### src/rtl/carton_pkg.sv
// carton_pkg: shared definitions for the carton packer.
// State encodings, pill limits, sum widths and small pill helpers.
package carton_pkg;

  typedef enum logic [1:0] {
    ST_IDLE    = 2'd0,
    ST_FILL    = 2'd1,
    ST_HANDOFF = 2'd2,
    ST_FAULT   = 2'd3
  } state_e;

  localparam int MAX_PILLS    = 20;
  localparam int PILL_W       = 5;
  localparam int PILL_SUM_W   = 10;
  localparam int BOTTLE_CNT_W = 4;

  // A bottle count is usable only when it is in 1..MAX_PILLS.
  function automatic logic pills_valid(input logic [PILL_W-1:0] p);
    return (p != '0) && (p <= PILL_W'(MAX_PILLS));
  endfunction

  // Zero-extend a bottle count to the carton sum width.
  function automatic logic [PILL_SUM_W-1:0] pills_ext(input logic [PILL_W-1:0] p);
    return {{(PILL_SUM_W - PILL_W){1'b0}}, p};
  endfunction

endpackage

### src/rtl/carton_packer_ack_watchdog.sv
// ack_watchdog: counts cycles spent waiting for the conveyor ack.
// Present only in builds with CARTON_TIMEOUT_EN defined.
// expired is high during the ACK_TIMEOUT-th consecutive cycle of start.
`ifdef CARTON_TIMEOUT_EN
module ack_watchdog #(
  parameter int ACK_TIMEOUT = 1000
) (
  input  logic clock,
  input  logic rst,
  input  logic start,
  input  logic clear,
  output logic expired
);

  localparam int              CNT_W = $clog2(ACK_TIMEOUT);
  localparam logic [CNT_W-1:0] LAST = CNT_W'(ACK_TIMEOUT - 1);

  logic [CNT_W-1:0] cnt;

  // Count waiting cycles; hold at the last value until cleared.
  always_ff @(posedge clock) begin
    if (!rst || clear) begin
      cnt <= '0;
    end else if (start && (cnt != LAST)) begin
      cnt <= cnt + CNT_W'(1);
    end
  end

  assign expired = start && (cnt == LAST);

endmodule
`endif

### src/rtl/carton_packer.sv
// carton_packer: groups finished bottles into cartons and hands each full
// carton to the conveyor over a req/ack handshake, stalling the filler while
// a carton waits. Optional feature macro: CARTON_TIMEOUT_EN (ack watchdog
// that faults the block when the conveyor does not answer in ACK_TIMEOUT
// cycles). Reset is synchronous, active-low.
module carton_packer
  import carton_pkg::*;
#(
  parameter int BOTTLES_PER_CARTON = 6,
  parameter int CARTON_W           = 8,
  parameter int ACK_TIMEOUT        = 1000
) (
  input  logic                    clock,
  input  logic                    rst,
  input  logic                    en,
  input  logic                    bottle_done,
  input  logic [PILL_W-1:0]       bottle_pills,
  input  logic                    carton_ack,
  output logic                    carton_req,
  output logic                    stall,
  output logic [BOTTLE_CNT_W-1:0] bottle_cnt,
  output logic [CARTON_W-1:0]     carton_cnt,
  output logic [PILL_SUM_W-1:0]   carton_pills,
  output logic [PILL_SUM_W-1:0]   last_pills,
  output logic                    err
);

  localparam logic [BOTTLE_CNT_W-1:0] FULL_CNT = BOTTLE_CNT_W'(BOTTLES_PER_CARTON);

  // Reject illegal configurations at elaboration time.
  if (BOTTLES_PER_CARTON < 1 || BOTTLES_PER_CARTON > 15) begin : g_bad_bpc
    $error("carton_packer: BOTTLES_PER_CARTON must be 1..15");
  end
  if (ACK_TIMEOUT < 2) begin : g_bad_timeout
    $error("carton_packer: ACK_TIMEOUT must be >= 2");
  end

  state_e                  state;
  logic                    pend_vld;
  logic [PILL_W-1:0]       pend_pills;
  logic                    good_pulse;
  logic                    bad_pulse;
  logic                    wd_expired;
  logic [BOTTLE_CNT_W-1:0] bottle_cnt_nxt;
  logic [PILL_W-1:0]       seed_pills;

  assign good_pulse     = bottle_done && pills_valid(bottle_pills);
  assign bad_pulse      = bottle_done && !pills_valid(bottle_pills);
  assign bottle_cnt_nxt = bottle_cnt + BOTTLE_CNT_W'(1);
  // A bottle arriving with the ack seeds the next carton; otherwise the
  // pending one does (both together is a fault and never reaches here).
  assign seed_pills     = good_pulse ? bottle_pills : pend_pills;

`ifdef CARTON_TIMEOUT_EN
  logic wd_clear;
  logic wd_start;

  assign wd_start = (state == ST_HANDOFF);
  assign wd_clear = (state != ST_HANDOFF) || carton_ack;

  ack_watchdog #(
    .ACK_TIMEOUT(ACK_TIMEOUT)
  ) u_ack_watchdog (
    .clock  (clock),
    .rst    (rst),
    .start  (wd_start),
    .clear  (wd_clear),
    .expired(wd_expired)
  );
`else
  assign wd_expired = 1'b0;
`endif

  // Carton FSM with all outputs registered alongside the state.
  // NOTE: every register here uses <= so all updates read the pre-edge
  // values; a later <= to the same register in one pass overrides an
  // earlier default, which is how the fault branch wins over the err pulse.
  always_ff @(posedge clock) begin
    if (!rst) begin
      state        <= ST_IDLE;
      carton_req   <= 1'b0;
      stall        <= 1'b0;
      bottle_cnt   <= '0;
      carton_cnt   <= '0;
      carton_pills <= '0;
      last_pills   <= '0;
      err          <= 1'b0;
      pend_vld     <= 1'b0;
      pend_pills   <= '0;
    end else if (!en) begin
      state        <= ST_IDLE;
      carton_req   <= 1'b0;
      stall        <= 1'b0;
      bottle_cnt   <= '0;
      carton_pills <= '0;
      err          <= 1'b0;
      pend_vld     <= 1'b0;
    end else begin
      case (state)
        ST_IDLE: begin
          state <= ST_FILL;
        end

        ST_FILL: begin
          err <= bad_pulse;
          if (good_pulse) begin
            bottle_cnt   <= bottle_cnt_nxt;
            carton_pills <= carton_pills + pills_ext(bottle_pills);
            if (bottle_cnt_nxt == FULL_CNT) begin
              state      <= ST_HANDOFF;
              carton_req <= 1'b1;
              stall      <= 1'b1;
            end
          end
        end

        ST_HANDOFF: begin
          err <= bad_pulse;
          if (good_pulse && pend_vld) begin
            state      <= ST_FAULT;
            carton_req <= 1'b0;
            stall      <= 1'b1;
            err        <= 1'b1;
            pend_vld   <= 1'b0;
          end else if (carton_ack) begin
            last_pills <= carton_pills;
            if (carton_cnt != '1) begin
              carton_cnt <= carton_cnt + CARTON_W'(1);
            end
            pend_vld <= 1'b0;
            if (good_pulse || pend_vld) begin
              bottle_cnt   <= BOTTLE_CNT_W'(1);
              carton_pills <= pills_ext(seed_pills);
              if (FULL_CNT == BOTTLE_CNT_W'(1)) begin
                state      <= ST_HANDOFF;
                carton_req <= 1'b1;
                stall      <= 1'b1;
              end else begin
                state      <= ST_FILL;
                carton_req <= 1'b0;
                stall      <= 1'b0;
              end
            end else begin
              bottle_cnt   <= '0;
              carton_pills <= '0;
              state        <= ST_FILL;
              carton_req   <= 1'b0;
              stall        <= 1'b0;
            end
          end else if (wd_expired) begin
            state      <= ST_FAULT;
            carton_req <= 1'b0;
            stall      <= 1'b1;
            err        <= 1'b1;
            pend_vld   <= 1'b0;
          end else if (good_pulse) begin
            pend_vld   <= 1'b1;
            pend_pills <= bottle_pills;
          end
        end

        ST_FAULT: begin
          carton_req <= 1'b0;
          stall      <= 1'b1;
          err        <= 1'b1;
        end

        default: begin
          state <= ST_IDLE;
        end
      endcase
    end
  end

endmodule
### config.mk
export PLATFORM = sky130hd
export DESIGN_NAME = carton_packer
export DESIGN_NICKNAME = d
export VERILOG_FILES = /design/src/rtl/carton_pkg.sv /design/src/rtl/carton_packer_ack_watchdog.sv /design/src/rtl/carton_packer.sv
export SDC_FILE = /design/constraint.sdc
export NUM_CORES = 1
export LEC_CHECK = 0
export BUFFER_PORTS_ARGS = -buffer_cell sky130_fd_sc_hd__buf_4
export CORE_ASPECT_RATIO = 0.6
export CORE_MARGIN = 4
export CORE_UTILIZATION = 59
export DETAILED_ROUTE_END_ITERATION = 7
export GPL_ROUTABILITY_DRIVEN = 0
export PLACE_DENSITY = 0.92
export SYNTH_ARGS = -nofsm -noshare
export SYNTH_HDL_FRONTEND = slang
export SYNTH_HIERARCHICAL = 1
export SYNTH_SLANG_ARGS = --single-unit
### constraint.sdc
create_clock -name clock -period 4.9 [get_ports clock]
set_input_delay 0.98 -clock clock [delete_from_list [all_inputs] [get_ports clock]]
set_output_delay 0.98 -clock clock [all_outputs]
set_load 0.02 [all_outputs]
==> load_flow_metrics.sql <==
INSERT INTO impl_metrics (metric_group, metric, value, unit) VALUES
('clock_network', 'post-cts-setup-buffer-count', '0', ''),
('layout', 'share_of_post_route_cells_with_drive_strength_above_1', '17.4', '%'),
('clock_network', 'clock_latency_on_the_worst_skew_pair', '300', 'ps'),
('logic_synthesis', 'synth.top_cell.area_share', '36.8', '%'),
('pwr', 'power.density_cell_area', '265', 'mW/mm^2'),
('floorplanning', 'die_area', '0.00507', 'mm^2'),
('logic_synthesis', 'synth_largest_area_cell', 'sky130_fd_sc_hd__dfxtp_1', ''),
('worst_setup_path', 'critical_path_arrival', '3110', 'ps'),
('logic_synthesis', 'synth_most_common_cell', 'sky130_fd_sc_hd__dfxtp_1', ''),
('floorplanning', 'io-pin-count', '45', ''),
('detailed_routing', 'route.final.wire_length', '6.34', 'mm'),
('clock_network', 'ctsRootBufferMaster', 'sky130_fd_sc_hd__clkbuf_8', ''),
('layout', 'finalNetCount', '350', ''),
('logic_synthesis', 'synth_cell_types', '45', ''),
('worst_setup_path', 'timing_worst_setup_path_type', 'in -> reg', ''),
('logic_synthesis', 'post_synth_instance_area', '0.00234', 'mm^2'),
('global_route', 'first_global_vias', '2104', ''),
('floorplanning', 'placement_rows', '17', ''),
('logic_synthesis', 'synth_async_sr_flop_share', '0', '%'),
('sta', 'hold_viol_final', '0', ''),
('logic_synthesis', 'synth-main-ff-cell', 'sky130_fd_sc_hd__dfxtp_1', ''),
('detailed_routing', 'detailedRoute.firstPassIterationCount', '6', ''),
('sta', 'finalMaxSlewViolations', '0', ''),
('floorplanning', 'initial_core_util', '62.5', '%'),
('clock_network', 'tritoncts.num_buffers', '5', ''),
('pwr', 'peakVddDrop', '0.182', 'mV'),
('clock_network', 'ctsResizeCount', '0', ''),
('logic_synthesis', 'synth_commonest_cells', 'sky130_fd_sc_hd__dfxtp_1, sky130_fd_sc_hd__nand2_1, sky130_fd_sc_hd__a21oi_1, sky130_fd_sc_hd__nor2_1, sky130_fd_sc_hd__nand3_1', ''),
('logic_synthesis', 'dominant_cells_by_area_after_synthesis', 'sky130_fd_sc_hd__dfxtp_1, sky130_fd_sc_hd__ha_1, sky130_fd_sc_hd__nand2_1', ''),
('detailed_routing', 'drt_first_iter_violations', '359', ''),
('logic_synthesis', 'mappedNetlistNets', '310', ''),
('clock_network', 'clkSinkCount', '43', ''),
('logic_synthesis', 'synth.avg_cell_area', '8.19', 'um^2'),
('logic_synthesis', 'syn_inst', '286', ''),
('outcome', 'status', 'complete, no violations', ''),
('logic_synthesis', 'ys_ff_latch', '43', ''),
('global_route', 'grt_use_total', '25.8', '%'),
('logic_synthesis', 'synth_seq_area_share', '36.8', '%'),
('sta', 'finalClockSkew', '4.69', 'ps'),
('layout', 'fin_area', '0.00282', 'mm^2'),
('floorplanning', 'die_y', '56.8', 'um'),
('sta', 'fin_crit', '2950', 'ps'),
('layout', 'layout-area-overhead-vs-synth', '20.5', '%'),
('layout', 'final_util', '75.4', '%'),
('floorplanning', 'core-area', '0.00374', 'mm^2'),
('worst_setup_path', 'cp-start-kind', 'primary input', ''),
('clock_network', 'cts-root-to-sink-buffers', '2', ''),
('sta', 'timing_worst_slew_pin_value', '1160', 'ps'),
('detailed_routing', 'wirelength_per_cell', '16.9', 'um'),
('worst_setup_path', 'endpoint_kind', 'register', ''),
('global_route', 'overflow_left_after_global_routing', '0', ''),
('flow_run', 'drv_cap', '0', ''),
('placement', 'placement.io_buffers', '44', ''),
('sta', 'timing.slew.headroom', '22.3', '%'),
('sta', 'clock.fmax', '339', 'MHz'),
('worst_hold_path', 'min-delay-path-class', 'reg -> reg', ''),
('placement', 'placed_cell_area', '0.00269', 'mm^2'),
('detailed_routing', 'route.detailed.drc', '0', ''),
('placement', 'detailed_placement_hpwl', '4.40', 'mm'),
('global_route', 'grt_first_pass_wirelength', '10.2', 'mm'),
('sta', 'fin_setup_tns', '0', 'ps'),
('sta', 'setup_violations', '0', ''),
('detailed_routing', 'number_of_vias_per_cell', '6.31', ''),
('detailed_routing', 'postRouteAntennaNets', '0', ''),
('clock_network', 'cts.reportedPaths.clkPinSlew', '80', 'ps'),
('global_route', 'number_of_antenna_violations_at_the_first_check_in_global_routing', '0', ''),
('floorplanning', 'die_width', '89.3', 'um'),
('logic_synthesis', 'synth-edff-count', '0', ''),
('worst_setup_path', 'timing.critical_path.fanout_max', '15', ''),
('pwr', 'p_leak', '1.18', 'nW'),
('worst_setup_path', 'worst-endpoint-required', '5070', 'ps'),
('detailed_routing', 'via_count', '2361', ''),
('logic_synthesis', 'yosys_warnings', '6', ''),
('clock_network', 'cts.hold.buffers_added', '0', ''),
('clock_network', 'tritoncts', 'done', ''),
('layout', 'antenna-diode-count', '0', ''),
('sta', 'grt_setup_unrepaired', 'no', ''),
('sta', 'timing.final.crit_share', '60.1', '%'),
('clock_network', 'htree_levels', '2', ''),
('global_route', 'grt_max_degree', '26', '');
cells by family after synthesis:
logic type,count (synthesis),share of synthesized area [%]
adder cells (fa/ha/maj),14,7.80
multiplexers,13,5.61
buffers and inverters,20,3.21
XOR/XNOR,10,3.74
flip-flops,43,36.8
AND/OR/NAND/NOR,112,22.4
AO/OA/AOI/OAI,74,20.5
critical path, cell delays in order:
cell                       delay (ps)
sky130_fd_sc_hd__buf_4            130
sky130_fd_sc_hd__or4_4            560
sky130_fd_sc_hd__o211ai_4         260
sky130_fd_sc_hd__o21ai_1          440
sky130_fd_sc_hd__nor4b_1          520
sky130_fd_sc_hd__xnor2_1          160
sky130_fd_sc_hd__nor2_1            50
worst paths after layout:
check / start / cells past startpoint / slack, ps / to
setup / recovery: bottle_pills[0] / 7 / 1950 / carton_cnt[4]
setup reg to reg: state[0] / 7 / 2150 / carton_cnt[4]
hold / removal: last_pills[4] / 2 / 460 / last_pills[4]
hold reg to reg: last_pills[4] / 2 / 460 / last_pills[4]
cells in the final DEF (no fill, tap or decap), types with 2 or more instances in the layout:
| master | count |
|---|---|
| sky130_fd_sc_hd__a211oi_1 | 3 |
| sky130_fd_sc_hd__a21o_1 | 2 |
| sky130_fd_sc_hd__a21oi_1 | 29 |
| sky130_fd_sc_hd__a311o_1 | 3 |
| sky130_fd_sc_hd__a31oi_1 | 3 |
| sky130_fd_sc_hd__buf_4 | 44 |
| sky130_fd_sc_hd__bufinv_16 | 2 |
| sky130_fd_sc_hd__clkbuf_8 | 5 |
| sky130_fd_sc_hd__dfxtp_1 | 43 |
| sky130_fd_sc_hd__ha_1 | 13 |
| sky130_fd_sc_hd__inv_1 | 9 |
| sky130_fd_sc_hd__mux2i_1 | 12 |
| sky130_fd_sc_hd__nand2_1 | 40 |
| sky130_fd_sc_hd__nand2b_1 | 5 |
| sky130_fd_sc_hd__nand3_1 | 15 |
| sky130_fd_sc_hd__nor2_1 | 27 |
| sky130_fd_sc_hd__nor3_1 | 6 |
| sky130_fd_sc_hd__nor4_1 | 2 |
| sky130_fd_sc_hd__o211ai_1 | 3 |
| sky130_fd_sc_hd__o21ai_0 | 14 |
| sky130_fd_sc_hd__o21bai_1 | 3 |
| sky130_fd_sc_hd__o22ai_1 | 2 |
| sky130_fd_sc_hd__o31ai_1 | 3 |
| sky130_fd_sc_hd__or3_1 | 5 |
| sky130_fd_sc_hd__or4_1 | 3 |
| sky130_fd_sc_hd__xnor2_1 | 9 |
routing by layer:
layer | up-vias | GRT usage [%] | part of all wire (%)
met3 | 17 | 5.72 | 11
met1 | 1095 | 38.6 | 45
li1 | 1100 | - | -
met4 | 0 | 8.70 | 1.7
met2 | 149 | 35.9 | 43
met5 | - | 0 | 0
report_power, final:
group	internal (mW)	leakage, nW	switching [mW]	total [mW]
clock	0.204	0.0654	0.124	0.328
sequential	0.351	0.347	0.00263	0.354
combinational	0.0232	0.772	0.0428	0.0660
total	0.578	1.18	0.170	0.748
sequential cells by signal (all words and copies together) (netlist names), 2 cells and up:
signal and flops:
carton_pills 10, last_pills 10, carton_cnt 8, pend_pills 5
bottle_cnt 4, state 2
final cells by class:
| class | instances | area (um^2) |
|---|---|---|
| timing repair buffer | 44 | 330 |
| tap | 47 | 58.8 |
| clock inverter | 2 | 60.1 |
| inverter | 9 | 33.8 |
| multi-input combinational | 223 | 1410 |
| sequential | 43 | 861 |
| clock buffer | 6 | 72.6 |
| fill | 272 | 922 |
per-stage QoR:
| step | setup WS, ps | std cells | hold slack [ps] | total power, mW |
|---|---|---|---|---|
| after floorplan | 2140 | 286 | 463 | 0.403 |
| after CTS | 2010 | 374 | 465 | 0.747 |
| after global placement | 1750 | 366 | 450 | 0.424 |
| after global routing | 1810 | 374 | 490 | 0.770 |
| after detailed placement | 1700 | 366 | 453 | 0.425 |
| final | 1950 | 374 | 464 | 0.748 |
Power figures use the tool's default switching activity.
